`config.mk`:
```
export PLATFORM = sky130hd
export DESIGN_NAME = cmd_filter_scan_flat
export DESIGN_NICKNAME = d
export VERILOG_FILES = /design/src/rtl/cmd_filter_scan_if.sv /design/src/rtl/cmd_filter_scan.sv /design/src/flat_wrapper.sv
export SDC_FILE = /design/constraint.sdc
export NUM_CORES = 1
export LEC_CHECK = 0
export CAP_MARGIN = 10
export CORE_AREA = 10 10 131 133
export DETAILED_ROUTE_END_ITERATION = 10
export DIE_AREA = 0 0 141 143
export DONT_BUFFER_PORTS = 1
export PLACE_DENSITY = 0.52
export SLEW_MARGIN = 10
export SYNTH_ARGS = -nofsm -noshare
export SYNTH_HDL_FRONTEND = slang
export SYNTH_SLANG_ARGS = --single-unit
```
`constraint.sdc`:
```
create_clock -name clk -period 11.5 [get_ports clk]
set_input_delay 0.575 -clock clk [delete_from_list [all_inputs] [get_ports clk]]
set_output_delay 0.575 -clock clk [all_outputs]
set_load 0.02 [all_outputs]
```
`src/rtl/cmd_filter_scan_if.sv`:
```
// Command/config bus for cmd_filter_scan: raw inputs, filtered outputs, scan enable and the
// per-channel hold-time write port.
interface cmd_filter_scan_if #(
   parameter int unsigned CH_NUM    = 8,
   parameter int unsigned CNT_WIDTH = 4
);
   localparam int unsigned ChW = (CH_NUM > 1) ? $clog2(CH_NUM) : 1;

   logic [CH_NUM-1:0]    in;
   logic [CH_NUM-1:0]    out;
   logic                 scan_en;
   logic                 cfg_wr;
   logic [ChW-1:0]       cfg_ch;
   logic [CNT_WIDTH-1:0] cfg_hold;
   logic                 cfg_ack;
   logic                 cfg_err;

   modport master (
      output in, scan_en, cfg_wr, cfg_ch, cfg_hold,
      input  out, cfg_ack, cfg_err
   );

   modport slave (
      input  in, scan_en, cfg_wr, cfg_ch, cfg_hold,
      output out, cfg_ack, cfg_err
   );
endinterface

```
`src/rtl/cmd_filter_scan.sv`:
```
// Round-robin command hold filter sharing one hold-counter update path across CH_NUM channels.
// Optional input synchronizer enabled by defining CMD_FILTER_SCAN_SYNC_EN.
module cmd_filter_scan #(
   parameter int unsigned CH_NUM       = 8,
   parameter int unsigned CNT_WIDTH    = 4,
   parameter int unsigned DEFAULT_HOLD = 2**CNT_WIDTH - 1
) (
   input logic              clk,
   input logic              aclr,
   cmd_filter_scan_if.slave bus
);
   localparam int unsigned PtrW = (CH_NUM > 1) ? $clog2(CH_NUM) : 1;

   typedef logic [CNT_WIDTH-1:0] cnt_t;

   localparam cnt_t              DefHold = cnt_t'(DEFAULT_HOLD);
   localparam logic [PtrW-1:0]   PtrMax  = PtrW'(CH_NUM - 1);
   localparam logic [CH_NUM-1:0] OutRst  = (DefHold != '0) ? '1 : '0;

   logic [PtrW-1:0]   ptr_q, ptr_d;
   cnt_t              hold_q [CH_NUM];
   cnt_t              hold_d [CH_NUM];
   cnt_t              cnt_q  [CH_NUM];
   cnt_t              cnt_d  [CH_NUM];
   logic [CH_NUM-1:0] out_q, out_d;
   logic              ack_q, ack_d;
   logic              err_q, err_d;
   logic [CH_NUM-1:0] in_s;
   logic              wr_ok;

`ifdef CMD_FILTER_SCAN_SYNC_EN
   logic [CH_NUM-1:0] sync1_q, sync2_q;

   always_ff @(posedge clk) begin
      if (aclr) begin
         sync1_q <= '0;
         sync2_q <= '0;
      end else begin
         sync1_q <= bus.in;
         sync2_q <= sync1_q;
      end
   end

   assign in_s = sync2_q;
`else
   assign in_s = bus.in;
`endif

   assign wr_ok = bus.cfg_wr && (32'(bus.cfg_ch) < CH_NUM);

   always_comb begin
      cnt_t cur;
      hold_d = hold_q;
      cnt_d  = cnt_q;
      out_d  = out_q;
      ptr_d  = ptr_q;
      ack_d  = wr_ok;
      err_d  = bus.cfg_wr & ~wr_ok;
      cur    = '0;

      if (wr_ok) begin
         hold_d[bus.cfg_ch] = bus.cfg_hold;
         if (cnt_q[bus.cfg_ch] > bus.cfg_hold) begin
            cnt_d[bus.cfg_ch] = bus.cfg_hold;
         end
         if (bus.cfg_hold == '0) begin
            out_d[bus.cfg_ch] = 1'b0;
         end
      end

      // Service sees the post-write hold/count so a same-cycle write takes priority.
      if (bus.scan_en) begin
         cur = cnt_d[ptr_q];
         if (in_s[ptr_q]) begin
            cur = hold_d[ptr_q];
         end else if (cur != '0) begin
            cur = cur - 1'b1;
         end
         cnt_d[ptr_q] = cur;
         out_d[ptr_q] = (cur != '0);
         ptr_d        = (ptr_q == PtrMax) ? '0 : ptr_q + 1'b1;
      end
   end

   always_ff @(posedge clk) begin
      if (aclr) begin
         ptr_q <= '0;
         out_q <= OutRst;
         ack_q <= 1'b0;
         err_q <= 1'b0;
         for (int i = 0; i < int'(CH_NUM); i++) begin
            hold_q[i] <= DefHold;
            cnt_q[i]  <= DefHold;
         end
      end else begin
         ptr_q  <= ptr_d;
         out_q  <= out_d;
         ack_q  <= ack_d;
         err_q  <= err_d;
         hold_q <= hold_d;
         cnt_q  <= cnt_d;
      end
   end

   assign bus.out     = out_q;
   assign bus.cfg_ack = ack_q;
   assign bus.cfg_err = err_q;
endmodule

```
`src/flat_wrapper.sv`:
```
// flat-port wrapper written by rule: the top's interface ports become plain ports
module cmd_filter_scan_flat 
#(
   parameter int unsigned CH_NUM       = 8,
   parameter int unsigned CNT_WIDTH    = 4,
   parameter int unsigned DEFAULT_HOLD = 2**CNT_WIDTH - 1
)
  (clk, aclr, bus_in, bus_scan_en, bus_cfg_wr, bus_cfg_ch, bus_cfg_hold, bus_out, bus_cfg_ack, bus_cfg_err);
  cmd_filter_scan_if #(.CH_NUM(CH_NUM), .CNT_WIDTH(CNT_WIDTH)) bus_i ();
  input logic clk;
  input logic aclr;
  input wire logic [$bits(bus_i.in)-1:0] bus_in;
  input wire logic [$bits(bus_i.scan_en)-1:0] bus_scan_en;
  input wire logic [$bits(bus_i.cfg_wr)-1:0] bus_cfg_wr;
  input wire logic [$bits(bus_i.cfg_ch)-1:0] bus_cfg_ch;
  input wire logic [$bits(bus_i.cfg_hold)-1:0] bus_cfg_hold;
  output wire logic [$bits(bus_i.out)-1:0] bus_out;
  output wire logic [$bits(bus_i.cfg_ack)-1:0] bus_cfg_ack;
  output wire logic [$bits(bus_i.cfg_err)-1:0] bus_cfg_err;
  assign bus_i.in = bus_in;
  assign bus_i.scan_en = bus_scan_en;
  assign bus_i.cfg_wr = bus_cfg_wr;
  assign bus_i.cfg_ch = bus_cfg_ch;
  assign bus_i.cfg_hold = bus_cfg_hold;
  assign bus_out = bus_i.out;
  assign bus_cfg_ack = bus_i.cfg_ack;
  assign bus_cfg_err = bus_i.cfg_err;
  cmd_filter_scan #(.CH_NUM(CH_NUM), .CNT_WIDTH(CNT_WIDTH), .DEFAULT_HOLD(DEFAULT_HOLD)) u_core (.clk(clk), .aclr(aclr), .bus(bus_i));
endmodule
```
Yosys cells after proc, flatten, opt, wreduce, memory -nomap -nowiden --
Index checks and enable logic that the tools add are counted.
Word-level totals: register bits 76, input port bits 19, output and inout bits 10, logic and storage cells 76
Cells by class: add/subtract/negate cells 2, $lt $le $gt $ge 9, equal/unequal tests 1, multiplexer cells 34, bitwise logic cells 4, reduce and logical (&&, ||, !) cells 7
Operators with widths (count):
- 32-bit two-way mux | 4
- 32-bit bitwise mux | 3
- 4-bit two-way mux | 11
- 4-bit binary-select mux with 3-bit select | 3
- 4-bit demux with 3-bit select | 2
- 8-bit two-way mux | 3
- 8-bit bitwise AND | 1
- 8-bit bitwise mux | 1
- 4-bit greater-or-equal comparator (second input constant) | 2
- 3-bit by 4-bit < comparator with 1-bit output (second input constant) | 2
- 4-bit by 1-bit < comparator with 1-bit output (second input constant) | 2
- 3-bit inverter with 4-bit output | 2
- 8-bit inverter | 1
- 4-bit nonzero test | 2
- 1-bit demux with 3-bit select | 2
- 3-bit by 1-bit greater-or-equal comparator with 1-bit output (second input constant) | 2
- 4-bit greater-than comparator | 1
- 1-bit logical AND | 4
- 4-bit zero test | 1
- 4-bit by 1-bit subtractor with 4-bit output (second input constant) | 1
- 3-bit by 1-bit adder with 3-bit output (second input constant) | 1
- 1-bit binary-select mux with 3-bit select | 1
- 3-bit == test (second input constant) | 1
- 1-bit two-way mux | 3
- 3-bit two-way mux | 1

Longest topological paths before layout --
depth after elaboration 18, depth in mapped cells 21, depth with buffers taken out 17

Worst setup path after synthesis --
No wires, ideal clock.
path kind input to register, start in bus_cfg_ch[0], end reg u_core.out_q[0], in the netlist u_core.bus.out[0], setup time 0.158 ns, arrival 5.046 ns, data required time 11.342 ns, slack 6.296 ns, cell stages on the path 19, buffers on the path 3, cell sequence buf_6 > clkbuf_1 > mux2_2 > a22oi_1 > o21ai_0 > ha_1 > and2b_1 > o211ai_2 > buf_4 > a21oi_2 > mux2_2 > a2111oi_4 > nand4_2 > ha_1 > and4_1 > a21bo_2 > a31oi_4 > nor3b_4 > a41oi_1
On the way: word-level cells in the longest chain between the ends 18, elaborated cells on any way between the ends 38, classes of those cells 1 x add/sub; 5 x order compare; 25 x mux; 3 x bitwise; 4 x reduce/logical
RTL lines:
- start, declared | RTL line flat_wrapper.sv:15 | input wire logic [$bits(bus_i.cfg_ch)-1:0] bus_cfg_ch;
- branches (longest 17 deep; another with 4-bit greater-than comparator)
- 8-bit two-way mux (*) | RTL line cmd_filter_scan.sv:72 | if (bus.scan_en) begin
- end signal, assigned | RTL line cmd_filter_scan.sv:88 | out_q <= OutRst;
- end signal, assigned | RTL line cmd_filter_scan.sv:97 | out_q <= out_d;
- end, declared | RTL line cmd_filter_scan.sv:25 | logic [CH_NUM-1:0] out_q, out_d;
Mark *: on every way between the ends. The select of a mux whose other input is x is not followed. A chain may end at the register's enable or synchronous reset.

Worst setup path in the final report --
start reg u_core.cnt_q[7] in the netlist's numbering, end reg u_core.out_q[0], in the netlist u_core.bus.out[0]
On the way: word-level cells in the longest chain between the ends 16, elaborated cells on any way between the ends 18, classes of those cells 1 x add/sub; 1 x order compare; 14 x mux; 2 x reduce/logical
RTL lines:
- start, declared | RTL line cmd_filter_scan.sv:23 | cnt_t cnt_q [CH_NUM];
- start signal, assigned by index | RTL line cmd_filter_scan.sv:93 | cnt_q[i] <= DefHold;
- start signal, assigned | RTL line cmd_filter_scan.sv:101 | cnt_q <= cnt_d;
- 4-bit binary-select mux with 3-bit select | RTL line cmd_filter_scan.sv:63 | if (cnt_q[bus.cfg_ch] > bus.cfg_hold) begin
- 4-bit two-way mux (implied by the code) (2 in series) | RTL line cmd_filter_scan.sv:63
- 4-bit greater-than comparator | RTL line cmd_filter_scan.sv:63
- 32-bit two-way mux | RTL line cmd_filter_scan.sv:63
- 32-bit two-way mux (*) | RTL line cmd_filter_scan.sv:61 | if (wr_ok) begin
- 4-bit binary-select mux with 3-bit select (*) | RTL line cmd_filter_scan.sv:73 | cur = cnt_d[ptr_q];
- 4-bit two-way mux (implied by the code) (*) (2 in series) | RTL line cmd_filter_scan.sv:73
- 4-bit by 1-bit subtractor with 4-bit output / 4-bit nonzero test (equally long branches) | RTL line cmd_filter_scan.sv:77, cmd_filter_scan.sv:76
- 4-bit two-way mux (*) | RTL line cmd_filter_scan.sv:76 | end else if (cur != '0) begin
- 4-bit two-way mux (*) | RTL line cmd_filter_scan.sv:74 | if (in_s[ptr_q]) begin
- 4-bit two-way mux (*) | RTL line cmd_filter_scan.sv:72
- 4-bit nonzero test (*) | RTL line cmd_filter_scan.sv:80 | out_d[ptr_q] = (cur != '0);
- 8-bit bitwise mux (*) | RTL line cmd_filter_scan.sv:80
- 8-bit two-way mux (*) | RTL line cmd_filter_scan.sv:72
Every way passes the cells marked *; elsewhere a longest branch is shown, timed or not. The select of a mux whose other input is x is not followed.

==> impl_summary.txt <==
----------------------------------------------------
[Final layout]
  Area of the multi-input gates ... 0.00324 sq mm
  Final-layout fill cell count ... 1,483
  Number of inserted diodes ... 0
  Share of final-layout standard cells stronger than drive strength 1 ... 14.1%
  Final non-filler cell total ... 737
  Register area ... 0.00152 sq mm
  Post-layout util ... 37.0%
  Number of nets in the finished design ... 575
  Area grow syn2layout ... 6.90%

[STA]
  Fraction of the cycle the final worst path needs ... 45.8%
  Slew margin rel. ... 22.5%
  Number of hold-slack violations in the final timing report ... 0
  Final worst path period need ... 5.27 ns
  Pins Over Slew Limit ... 0
  Worst Skew ... 0.0111 ns
  Transition at the pin with the smallest max-transition slack ... 1.16 ns
  Unrepaired setup endpoints after global routing ... no
  Hold Worst Slack ... 0.288 ns
  Fmax achieved ... 0.190 GHz
  Post-route worst setup slack ... 6.23 ns
  Final setup violation count ... 0
  Total negative slack ... 0 ns

[Detailed routing]
  Total wire length after detailed routing ... 17,000 microns
  Average wire per standard cell ... 23.0 microns
  Number of DRC violations after detailed-routing iteration 0 ... 511
  Remaining antenna violation count after routing ... 0
  Vias ... 4,467
  Number of vias per cell after detailed routing ... 6.06
  Count of unresolved DRC violations after routing ... 0
  First-pass iteration count of the detailed router ... 6

[Worst setup path]
  Endpoint of the lowest-slack register-to-register path ... u_core.bus.out[0]
  Launch point of the critical path ... u_core.cnt_q[7]
  Reg-to-reg startpoint ... u_core.cnt_q[7]
  Reg-to-reg slack, setup ... 6.23 ns
  Ordered list of cells on the worst path ... mux4_2, mux2_2, ha_1, a21oi_2, a21oi_2, mux2_2, a2111oi_4, nand4_2, ha_1, and4_1, a21bo_2, a31oi_4, nor3b_4, a41oi_1
  Worst Setup Path Type ... register to register
  CP Buf/Inv Count ... 0
  Maximum fanout count along the critical path ... 15
  Cell class contributing the biggest share of worst-path delay ... compound AO/OA/AOI/OAI gates
  Worst endpoint data arrival time ... 5.44 ns
  Depth of the worst register-to-register path ... 14
  Data required time of the critical path ... 11.66 ns
  Critical Path Stages ... 14
  Delay of the slowest cell on the worst path ... 0.74 ns
  Setup crit end ... u_core.bus.out[0]
  Startpoint type of the worst setup path ... register
  CP max stage cell ... a21oi_2
  Kind of end point of the critical path ... register

[GRT]
  Overflow left after global routing ... 0
  First-pass GRT wire length ... 25,800 microns
  Number of global-route vias before repair ... 4,199
  Pin count of the biggest net entering global routing ... 71
  Overall global routing resource usage ... 16.6%
  Initial antenna violation count ... 0

[Logic synthesis]
  Synthesized netlist net count ... 602
  Leading cell type by number of instances after synthesis ... nand2_1
  Cell count after synthesis ... 576
  Post-synth top flop ... dfxtp_1
  Cell accounting for the most synthesized area ... dfxtp_1
  EDFF count, synth ... 0
  Post-synthesis sequential element count ... 76
  Count of different cell masters after synthesis ... 73
  Top-area cell type share of the netlist area ... 30.5%
  Sequential cell area fraction in the yosys report ... 30.5%
  Summed instance area of the synthesized netlist ... 0.00499 sq mm
  Area contributors post-synth ... dfxtp_1, mux2i_1, nand2_1, mux4_2, mux2_2
  Share of synthesized registers carrying an async set or reset ... 0%
  Top cell types by occurrence after synthesis ... nand2_1, dfxtp_1, mux2i_1
  Warnings, synthesis ... 0
  Synthesized area divided by synthesized cell count ... 8.66 sq um

[Placement]
  Quantity of I/O buffers inserted on ports ... 0
  Placed cell count ... 722
  RePlAce Congestion ... 0.958
  Final HPWL from detailed placement ... 11,600 microns
  Worst setup timing slack at the placement stage ... 6.12 ns

[Power and ir drop]
  Peak supply drop ... 0.0981 mV
  Static leakage power ... 1.89 nW
  Power density of the placed cells ... 125 mW/mm^2

[Clock network]
  Clock input transition at the sequential cells of the worst setup and hold paths ... 0.06 ns
  TritonCTS clock tree ... yes
  Number of CTS-inserted buffers ... 9
  CTS H-tree depth ... 3
  PostCTS Resize Cnt ... 0
  Clock root buffer ... clkbuf_16
  CTS Sinks ... 76
  Latest clock arrival within the worst-skew pair ... 0.36 ns
  Number of buffers added for setup after CTS ... 0
  Maximum buffer depth of the clock tree ... 2
  Hold bufs inserted after CTS ... 0

[Floorplan]
  Die width ... 141 microns
  Total die area ... 0.0202 sq mm
  Boundary pin count ... 29
  Chip height ... 143 microns
  Initial standard-cell utilization of the core ... 34.6%
  Site Rows ... 44
  Core area ... 0.0144 sq mm

[Hold path]
  Number of instances on the worst hold path ... 1
  Worst min path class ... primary input to register

[Run]
  Number of maximum-capacitance violations ... 0

[Status]
  Run status ... finished clean

----------------------------------------------------
==> worst register-to-register path: stages (launching register included) <==
cell,delay (ns)
dfxtp_1,0.38
mux4_2,0.48
mux2_2,0.28
ha_1,0.34
a21oi_2,0.74
a21oi_2,0.30
mux2_2,0.37
a2111oi_4,0.38
nand4_2,0.18
ha_1,0.28
and4_1,0.19
a21bo_2,0.24
a31oi_4,0.33
nor3b_4,0.43
a41oi_1,0.16
==> cell type report <==
cell class                 count  share of cell area, %
clock buffer                   9                   4.23
clock inverter                 6                  0.939
inverter                       6                  0.423
multi-input combinational    451                   60.8
sequential                    76                   28.5
tap                          184                   4.32
timing repair buffer           5                  0.704
==> power breakdown <==
part	internal (mW)	switching [mW]	total [mW]
Sequential	0.272	0.00781	0.280
Clock	0.147	0.122	0.269
Combinational	0.0457	0.0737	0.119
==> per-stage QoR <==
step                      total power, mW  cell area [sq um]
after floorplan                     0.381               4990
after global placement              0.401               5050
after detailed placement            0.402               5050
after CTS                           0.672               5330
after global routing                0.693               5330
final                               0.668               5330
==> logic make-up (layout without fill, tap and decap cells) <==
kind of cell / count (synthesis) / count (layout) / synth area share (%)
other: 1 / 1 / 0.0752
adders and majority gates: 7 / 7 / 1.76
buffers and inverters: 49 / 26 / 4.44
DFF: 76 / 76 / 30.5
xor gates and xnor gates: 1 / 1 / 0.176
muxes: 89 / 89 / 21.9
AOI/OAI and AO/OA: 118 / 118 / 17.4
and+or+nand+nor: 235 / 235 / 23.7
==> registers in the layout, summed over array words and instances, names as in the netlist <==
register / count
u_core.bus.cfg_ack: 1
u_core.bus.out: 8
u_core.cnt_q: 32
u_core.hold_q: 32
u_core.ptr_q: 3
==> layout by cell type, fill, tap and decap left out, types with 4 or more instances in the layout <==
master / synthesis / routed
inv_1: 6 / 5
a221oi_1: 4 / 4
nand2_1: 115 / 115
a31oi_1: 10 / 10
buf_4: 2 / 5
nor3_1: 5 / 5
nor2b_1: 9 / 9
nand3_1: 11 / 11
a22oi_1: 4 / 4
dfxtp_1: 76 / 76
clkbuf_16: 0 / 9
a21oi_1: 25 / 25
mux4_2: 14 / 14
mux2i_1: 53 / 53
nand4_1: 5 / 5
and3_1: 10 / 10
ha_1: 7 / 7
mux2_2: 22 / 22
nand2b_1: 5 / 5
o21ai_0: 32 / 32
and4_1: 4 / 4
nor2_1: 44 / 44
==> metal layers <==
| metal | wire length [microns] | GRT usage, % | vias to the layer above |
|---|---|---|---|
| met1 | 7660 | 22.0 | 2164 |
| met2 | 7510 | 25.2 | 211 |
| met5 | 0 | 0 | - |
| li1 | - | - | 2049 |
| met3 | 1270 | 3.85 | 43 |
| met4 | 517 | 7.12 | 0 |
==> how the worst min path moves through the flow <==
stage          slack (ns)                 to              start
2_1_floorplan        0.42  u_core.hold_q[19]  u_core.hold_q[19]
3_3_place_gp         0.43  u_core.hold_q[11]  u_core.hold_q[11]
3_5_place_dp         0.44   u_core.hold_q[5]   u_core.hold_q[5]
4_1_cts              0.28    u_core.ptr_q[0]               aclr
5_1_grt              0.29    u_core.ptr_q[0]               aclr
6_report             0.29    u_core.ptr_q[0]               aclr
No activity file was read; power rests on OpenSTA's default activity.
